===== src/rtl/grid_pkg.sv =====
// Object codes and grid geometry shared by the grid arbiter and the static sprite renderer.
package grid_pkg;
    localparam int GRID_ROWS = 8;
    localparam int GRID_COLS = 13;

    typedef logic [3:0] obj_t;
    typedef obj_t [7:0][12:0] grid_t;

    localparam obj_t G_EMPTY          = 4'd0;
    localparam obj_t G_ONION_WHOLE    = 4'd1;
    localparam obj_t G_ONION_CHOPPED  = 4'd2;
    localparam obj_t G_TOMATO_WHOLE   = 4'd3;
    localparam obj_t G_TOMATO_CHOPPED = 4'd4;
    localparam obj_t G_PLATE          = 4'd5;
    localparam obj_t G_POT            = 4'd6;
    localparam obj_t G_SOUP           = 4'd7;
    localparam obj_t G_DIRTY_PLATE    = 4'd8;
    localparam obj_t G_FIRE           = 4'd9;
    localparam obj_t G_EXTINGUISHER   = 4'd10;
endpackage


===== src/rtl/rr_arbiter.sv =====
// Round-robin arbiter: combinational one-hot grant searching upward from last+1.
module rr_arbiter #(
    parameter int N = 4,
    localparam int LW = (N > 1) ? $clog2(N) : 1
) (
    input  logic          pixel_clk_in,
    input  logic          rst_in,
    input  logic [N-1:0]  req,
    input  logic          en,
    input  logic          accept,
    output logic [N-1:0]  gnt,
    output logic [LW-1:0] last
);
    logic [LW-1:0] idx;
    logic [LW-1:0] gnt_idx;
    logic          found;

    always_comb begin
        gnt     = '0;
        found   = 1'b0;
        idx     = '0;
        gnt_idx = last;
        for (int i = 1; i <= N; i++) begin
            idx = LW'((32'(last) + i) % N);
            if (en && !found && req[idx]) begin
                gnt[idx] = 1'b1;
                gnt_idx  = idx;
                found    = 1'b1;
            end
        end
    end

    // Reset to N-1 so requester 0 is first in line.
    always_ff @(posedge pixel_clk_in) begin
        if (rst_in)
            last <= LW'(N - 1);
        else if (accept)
            last <= gnt_idx;
    end
endmodule


===== src/rtl/object_grid_arbiter.sv =====
// Kitchen object grid: round-robin serialised compare-and-swap writes into a working grid,
// copied to the display grid only on frame start.
module object_grid_arbiter #(
    parameter int NUM_REQ   = 4,
    parameter int GRID_ROWS = 8,
    parameter int GRID_COLS = 13,
    parameter int OBJ_W     = 4
) (
    input  logic                                         pixel_clk_in,
    input  logic                                         rst_in,
    input  logic                                         frame_start_in,
    input  logic                                         pause_in,
    input  logic [NUM_REQ-1:0]                           req_valid_in,
    input  logic [NUM_REQ-1:0][3:0]                      req_x_in,
    input  logic [NUM_REQ-1:0][2:0]                      req_y_in,
    input  logic [NUM_REQ-1:0][OBJ_W-1:0]                req_expect_in,
    input  logic [NUM_REQ-1:0][OBJ_W-1:0]                req_obj_in,
    output logic [NUM_REQ-1:0]                           req_ready_out,
    output logic [NUM_REQ-1:0]                           resp_valid_out,
    output logic [NUM_REQ-1:0]                           resp_ok_out,
    output logic [GRID_ROWS-1:0][GRID_COLS-1:0][OBJ_W-1:0] object_grid_out,
    output logic [GRID_ROWS-1:0][GRID_COLS-1:0][OBJ_W-1:0] work_grid_out
);
    import grid_pkg::G_EMPTY;

    localparam int LW = (NUM_REQ > 1) ? $clog2(NUM_REQ) : 1;

    logic [GRID_ROWS-1:0][GRID_COLS-1:0][OBJ_W-1:0] work;
    logic [GRID_ROWS-1:0][GRID_COLS-1:0][OBJ_W-1:0] disp;
    logic [NUM_REQ-1:0] gnt;
    logic [LW-1:0]      last;
    logic [NUM_REQ-1:0] resp_v;
    logic [NUM_REQ-1:0] resp_ok;
    logic               accept;

    logic [3:0]       sel_x;
    logic [2:0]       sel_y;
    logic [OBJ_W-1:0] sel_expect;
    logic [OBJ_W-1:0] sel_obj;
    logic [31:0]      xx, yy;
    logic [OBJ_W-1:0] cur;
    logic             in_range;
    logic             ok;

    rr_arbiter #(.N(NUM_REQ)) u_arb (
        .pixel_clk_in (pixel_clk_in),
        .rst_in       (rst_in),
        .req          (req_valid_in),
        .en           (!pause_in && !rst_in),
        .accept       (accept),
        .gnt          (gnt),
        .last         (last)
    );

    assign accept = |gnt;

    // Grant is one-hot, so OR-ing the masked fields selects the winner.
    always_comb begin
        sel_x      = '0;
        sel_y      = '0;
        sel_expect = '0;
        sel_obj    = '0;
        for (int i = 0; i < NUM_REQ; i++) begin
            if (gnt[i]) begin
                sel_x      = sel_x | req_x_in[i];
                sel_y      = sel_y | req_y_in[i];
                sel_expect = sel_expect | req_expect_in[i];
                sel_obj    = sel_obj | req_obj_in[i];
            end
        end
    end

    always_comb begin
        xx       = 32'(sel_x);
        yy       = 32'(sel_y);
        in_range = (xx < 32'(GRID_COLS)) && (yy < 32'(GRID_ROWS));
        cur      = in_range ? work[sel_y][sel_x] : '0;
        ok       = in_range && (cur == sel_expect);
    end

    // disp samples work before this edge's write, so a same-cycle write waits a frame.
    always_ff @(posedge pixel_clk_in) begin
        if (rst_in) begin
            work    <= {GRID_ROWS*GRID_COLS{OBJ_W'(G_EMPTY)}};
            disp    <= {GRID_ROWS*GRID_COLS{OBJ_W'(G_EMPTY)}};
            resp_v  <= '0;
            resp_ok <= '0;
        end else begin
            if (frame_start_in)
                disp <= work;
            if (accept && ok)
                work[sel_y][sel_x] <= sel_obj;
            resp_v  <= gnt;
            resp_ok <= ok ? gnt : '0;
        end
    end

    assign req_ready_out   = gnt;
    // A response registered just before reset is dropped rather than delivered.
    assign resp_valid_out  = rst_in ? '0 : resp_v;
    assign resp_ok_out     = rst_in ? '0 : resp_ok;
    assign object_grid_out = disp;
    assign work_grid_out   = work;
endmodule


===== config.mk =====
export PLATFORM = sky130hd
export DESIGN_NAME = object_grid_arbiter
export DESIGN_NICKNAME = d
export VERILOG_FILES = /design/src/rtl/grid_pkg.sv /design/src/rtl/rr_arbiter.sv /design/src/rtl/object_grid_arbiter.sv
export SDC_FILE = /design/constraint.sdc
export NUM_CORES = 2
export LEC_CHECK = 0
export ABC_AREA = 1
export ABC_CLOCK_PERIOD_IN_PS = 4700
export BUFFER_PORTS_ARGS = -buffer_cell sky130_fd_sc_hd__buf_2
export CORE_AREA = 2 2 350 352
export CTS_CLUSTER_SIZE = 14
export DETAILED_ROUTE_END_ITERATION = 16
export DIE_AREA = 0 0 352 354
export PLACE_DENSITY = 0.57
export SLEW_MARGIN = 20
export SYNTH_ARGS = -nofsm -noshare
export SYNTH_HDL_FRONTEND = slang
export SYNTH_SLANG_ARGS = --single-unit

===== constraint.sdc =====
create_clock -name pixel_clk_in -period 4.7 [get_ports pixel_clk_in]
set_input_delay 0.705 -clock pixel_clk_in [delete_from_list [all_inputs] [get_ports pixel_clk_in]]
set_output_delay 0.705 -clock pixel_clk_in [all_outputs]
set_load 0.02 [all_outputs]

# --- Yosys cells after proc, flatten, opt, wreduce, memory -nomap -nowiden ---
# Cells that the tools add are included.
word_totals:
  regBits: 842
  latchBits: 0
  ramBits: 0
  rom_bits: 0
  input_bits: 68
  output_inout_bits: 844
  word_cells: 325
  mem_count: 0
op_classes:
  n_addsub: 4
  n_mul: 0
  div_mod_pow: 0
  order_cmp: 13
  n_eq_ne: 1
  shift: 0
  n_mux: 55
  bitwise_logic: 16
  reduce_logical: 25
op_table:
  columns: ["operator", "count"]
  rows:
  - ["$bwmux 416", 1]
  - ["$bmux 52 s3", 1]
  - ["$demux 52 s3", 1]
  - ["$mux 52", 2]
  - ["$mux 4", 21]
  - ["$or 4x4->4", 12]
  - ["$bmux 4 s4", 1]
  - ["$demux 4 s4", 1]
  - ["$logic_and 1x1->1", 16]
  - ["$lt 2x3->1 const B", 4]
  - ["$mux 3", 4]
  - ["$mux 1", 11]
  - ["$or 3x3->3", 3]
  - ["$bmux 1 s2", 4]
  - ["$demux 1 s2", 4]
  - ["$ge 2x1->1 const B", 4]
  - ["$mux 2", 4]
  - ["$logic_not 1->1", 5]
  - ["$lt 4x5->1 const B", 1]
  - ["$add 2x1->2 const B", 2]
  - ["$add 2x2->2 const B", 2]
  - ["$eq 4x4->1", 1]
  - ["$ge 4x1->1 const B", 1]
  - ["$lt 3x4->1 const B", 1]
  - ["7 further kinds", 7]

# --- Logic depth before layout (Yosys ltp) ---
depth:
  depth_word: 33
  depth_mapped: 34
  ltp_nobuf: 30

# --- Cells and area by module ---
# From an unflattened synthesis, not the netlist that was laid out.
hier_totals:
  hier_cells: 5399
  hier_area_um2: 37513.5
modules_own_cells:
  columns: ["mod", "instances", "cells_each", "area_per_inst_um2", "seq_area_each_um2"]
  rows:
  - ["object_grid_arbiter", 1, 5309, 36922.9, 16816.1]
  - ["rr_arbiter", 1, 90, 590.6, 40.0]

# --- Least setup slack after synthesis ---
# No wires, ideal clock.
synth_path:
  path_kind: "register -> register"
  start: "register u_arb.last[0]"
  end: "register work (netlist bit work_grid_out[200])"
  setup_time_ns: 0.114
  arrival_ns: 3.847
  required_ns: 4.586
  setup_slack_ns: 0.739
  stages_incl_launch_ff: 32
  n_path_buf: 5
  synth_period_minus_slack_ns: 3.961
  cell_sequence: "dfxtp_1 -> buf_6 -> inv_4 -> ha_1 -> inv_1 -> nand3_2 -> nand2_2 -> nand3_2 -> nor2_2 -> nand2_1 -> nand3_2 -> nand2_1 -> nand2_4 -> nor2_8 -> buf_4 -> buf_4 -> o211ai_1 -> nand2_1 -> o21ai_1 -> nand2_1 -> nor2_1 -> nor2_1 -> nor2_1 -> nand2_1 -> nand2_1 -> nand3_1 -> nor2_4 -> buf_8 -> buf_12 -> nand4_4 -> nor2_1 -> nor2_1"
synth_via:
  elab_chain_len: 32
  word_cells_on_any_way: 101
  cone_classes: "add/sub (4); order compare (13); eq/ne (1); mux (49); bitwise (15); reduce/logical (19)"
synth_rtl:
  columns: ["element", "line_no", "text"]
  rows:
  - ["start, declared", "rr_arbiter.sv:12", "output logic [LW-1:0] last"]
  - ["start signal, assigned", "rr_arbiter.sv:36", "last <= LW'(N - 1);"]
  - ["start signal, assigned", "rr_arbiter.sv:38", "last <= gnt_idx;"]
  - ["branches (longest 16 deep; another with $lt 2x3->1)", null, null]
  - ["$mux 4 (*)", "rr_arbiter.sv:25", "if (en && !found && req[idx]) begin"]
  - ["$mux 3", "object_grid_arbiter.sv:64", "if (gnt[i]) begin"]
  - ["$or 3x3->3", "object_grid_arbiter.sv:66", "sel_y = sel_y | req_y_in[i];"]
  - ["$mux 3", "object_grid_arbiter.sv:64", null]
  - ["$or 3x3->3", "object_grid_arbiter.sv:66", null]
  - ["$mux 3", "object_grid_arbiter.sv:64", null]
  - ["$or 3x3->3", "object_grid_arbiter.sv:66", null]
  - ["$mux 3", "object_grid_arbiter.sv:64", null]
  - ["$bmux 52 s3", "object_grid_arbiter.sv:77", "cur = in_range ? work[sel_y][sel_x] : '0;"]
  - ["$mux 52 (not written as such)", "object_grid_arbiter.sv:77", null]
  - ["$bmux 4 s4", "object_grid_arbiter.sv:77", null]
  - ["$mux 4 (not written as such)", "object_grid_arbiter.sv:77", null]
  - ["$mux 4", "object_grid_arbiter.sv:77", null]
  - ["$eq 4x4->1", "object_grid_arbiter.sv:78", "ok = in_range && (cur == sel_expect);"]
  - ["$logic_and 1x1->1", "object_grid_arbiter.sv:78", null]
  - ["$logic_and 1x1->1", "object_grid_arbiter.sv:91", "if (accept && ok)"]
  - ["end signal, assigned", "object_grid_arbiter.sv:84", "work <= {GRID_ROWS*GRID_COLS{OBJ_W'(G_EMPTY)}};"]
  - ["end signal, assigned by index", "object_grid_arbiter.sv:92", "work[sel_y][sel_x] <= sel_obj;"]
  - ["end, declared", "object_grid_arbiter.sv:28", "logic [GRID_ROWS-1:0][GRID_COLS-1:0][OBJ_W-1:0] work;"]
# Mark *: on every way between the ends. The select of a mux whose other input is x is not followed.
# A chain may end at the register's enable or synchronous reset.

# --- Worst setup path after layout ---
layout_path:
  start: "register u_arb.last[0]"
  end: "register work (netlist bit work_grid_out[178])"
# Same word-level chain as after synthesis.

==> flow_summary_export.csv <==
group,metric,value,unit
outcome,outcome,"finished with violations",
outcome,violations,"setup timing",
cells_and_area,syn2layout_area_growth,33.6,%
worst_setup_path,r2r_start,"u_arb.last[0]",
sta,drv_slew,0,
sta,tns,-22.55,ns
logic_synthesis,yosysTopAreaCellShare,45.1,%
logic_synthesis,syn_area,37300,um^2
min_path,hp-class,"input pin to flop",
drt,first_iter_violations,4290,
clocking,cts_hold_buffers,0,
sta,period_needed,4.84,ns
floorplan,core-area,121000,um^2
sta,final-hold-violation-count,0,
min_path,min_to,"u_arb.last[0]",
clocking,cts_inserted_buffers,93,
sta,period_share,103,%
logic_synthesis,synth_area_leaders,"dfxtp_1, nand2_1, nor2_1, o21ai_0, a21oi_1",
place,dp_hpwl,154000,um
logic_synthesis,synth_top_cell_by_area,"dfxtp_1",
drt,drcViolationCount,0,
clocking,cts_tree,"built",
pwr,total_leakage_power,0.0266,uW
cells_and_area,fin_util,41.3,%
cells_and_area,nNetsFinal,6471,
worst_setup_path,cp.required,5.32,ns
sta,skew,0.0205,ns
worst_setup_path,slowest_delay,0.35,ns
clocking,clk_pin_slew_worst_paths,0.06,ns
clocking,cts_buffer_depth,3,
clocking,clock_sinks,842,
global_routing,groute.usage.overall,30.8,%
sta,whs,0.485,ns
sta,max-slew-margin-rel,29.5,%
cells_and_area,layout.cells.non_filler,8094,
sta,setup_viol,364,
sta,fmaxAchievable,207,MHz
sta,worstMarginPinSlew,1.06,ns
pwr,p_per_area,607,nW/um^2
clocking,htree_levels,3,
drt,drt-pass1-iter-count,7,
floorplan,die_w,352,um
drt,routed_wl,202000,um
worst_setup_path,r2r.worst_path.cells,35,
floorplan,boundaryPins,912,
logic_synthesis,ys_seq_area_share,45.1,%
worst_setup_path,cp-end-kind,"flop",
clocking,insertion_delay,0.69,ns
clocking,cts_root_buf,"clkbuf_16",
logic_synthesis,yosysMostFrequentCell,"nand2_1",
global_routing,overflow,0,
drt,postRouteAntennaNets,0,
floorplan,die_area,125000,um^2
min_path,min-delay-start,"rst_in",
place,placed_cells,7862,
logic_synthesis,yosys_most_used_dff,"dfxtp_1",
place,portBuffers,911,
cells_and_area,layout-drive-gt1-share,25.4,%
logic_synthesis,syn-num-nets,5485,
worst_setup_path,critPathKind,"flop to flop",
worst_setup_path,crit_path_max_fanout,14,
floorplan,num_rows,128,
drt,via_count,40800,
worst_setup_path,r2r_setup_slack,-0.14,ns
drt,routed_via_density,5.04,
worst_setup_path,r2r_end,"work_grid_out[178]",
drt,wl_per_cell,24.9,um
global_routing,grt_max_degree,135,
cells_and_area,n_fill_cell,12700,
pwr,vdd_drop_max,629,uV
pwr,power,30300,uW
min_path,hold_depth,4,
logic_synthesis,synth_edf_count,0,
logic_synthesis,synthDistinctLibCells,35,
logic_synthesis,syn-instance-count,5410,
logic_synthesis,netlist_top_cells_count,"nand2_1, nor2_1, dfxtp_1",
global_routing,grt_pass1_wl,277000,um
global_routing,grt_pass1_vias,36900,
floorplan,dieHeight,354,um
place,place_congestion,0.950,
logic_synthesis,synthArstFlopShare,0,%
flow_run,maxCapViolations,0,
sta,post-route-worst-setup-slack,-0.141,ns
worst_setup_path,startpoint,"u_arb.last[0]",
logic_synthesis,avgSynthCellArea,6.90,um^2
floorplan,start_util,30.9,%
worst_setup_path,crit_arrival,5.46,ns
logic_synthesis,ys_ff_latch,842,
worst_setup_path,start_kind,"flop",
worst_setup_path,cp_slowest_cell,"dfxtp_2",
sta,rsz0062_at_grt,"true",
logic_synthesis,yosys_warnings,0,
global_routing,antenna_found_initial,5,
metrics by stage:
stage | cell area (um^2) | setup WS, ns
floorplan | 37300 | 0.739
global placement | 45100 | -0.805
CTS | 49500 | -0.126
detailed placement | 45100 | -0.821
global route | 49900 | -0.384
finish | 49900 | -0.141
registers in the layout (all words and copies together) (netlist names):
register and flops:
resp_v 4, resp_ok 4, u_arb.last 2, object_grid_out 416, work_grid_out 416
timing repair:
action                                  CTS  global route
gates cloned                             11             3
endpoints found under the setup margin  420           420
gates resized for setup                 175            82
pin swaps                                46            38
buffers inserted                         40            12
layout by cell type (no fill, tap or decap), drive strengths merged, types with 122 or more instances in the layout:
master  Yosys  routed
nand3     125     125
inv       465     469
nand2    1472    1472
a21oi     430     430
dfxtp     842     842
buf       113    1225
o21ai     541     541
clkbuf    228     143
nand4     122     122
nor2     1047    1048
worst max-delay path by stage:
| stage | to | slack [ns] | cells past startpoint |
|---|---|---|---|
| after floorplan | work_grid_out[200] | 0.74 | 31 |
| after global placement | work_grid_out[148] | -0.80 | 33 |
| after detailed placement | work_grid_out[151] | -0.82 | 34 |
| after CTS | work_grid_out[199] | -0.13 | 37 |
| after global routing | work_grid_out[344] | -0.38 | 37 |
| final | work_grid_out[178] | -0.14 | 35 |
power breakdown:
group | switching (uW) | internal, uW
combinational | 9570 | 5880
sequential | 148 | 7360
clock | 3160 | 4200
layer usage:
layer | vias to the layer above | track usage, % | routed length (um)
li1 | 19000 | - | -
met1 | 19500 | 40.1 | 83500
met2 | 1917 | 49.6 | 91800
met3 | 350 | 5.73 | 16700
met4 | 0 | 13.4 | 9580
met5 | - | 0 | 0
critical path: cells and delay by family (launching register included):
| family | cells | cell delay [ns] |
|---|---|---|
| buffers and inverters | 9 | 1.33 |
| adder cells (fa/ha/maj) | 1 | 0.23 |
| AND/OR/NAND/NOR | 23 | 2.42 |
| flip-flops | 1 | 0.35 |
| AO/OA/AOI/OAI | 2 | 0.39 |
logic make-up after synthesis:
logic type | Yosys count | share of synthesized area (%)
DFF | 842 | 45.1
buffers and inverters | 807 | 9.07
AOI/OAI and AO/OA | 985 | 13.3
and+or+nand+nor | 2769 | 32.3
adders and majority gates | 7 | 0.234
final cells by class:
type	count	area (um^2)	share of cell area [%]
timing repair buffer	1231	8400	16.8
multi-input combinational	3762	17900	35.8
inverter	466	1770	3.54
clock inverter	26	248	0.496
tap	1625	2030	4.07
clock buffer	140	2750	5.50
sequential	842	16900	33.8
antenna	2	5.00	0.0100
No activity file was read; power rests on OpenSTA's default activity.
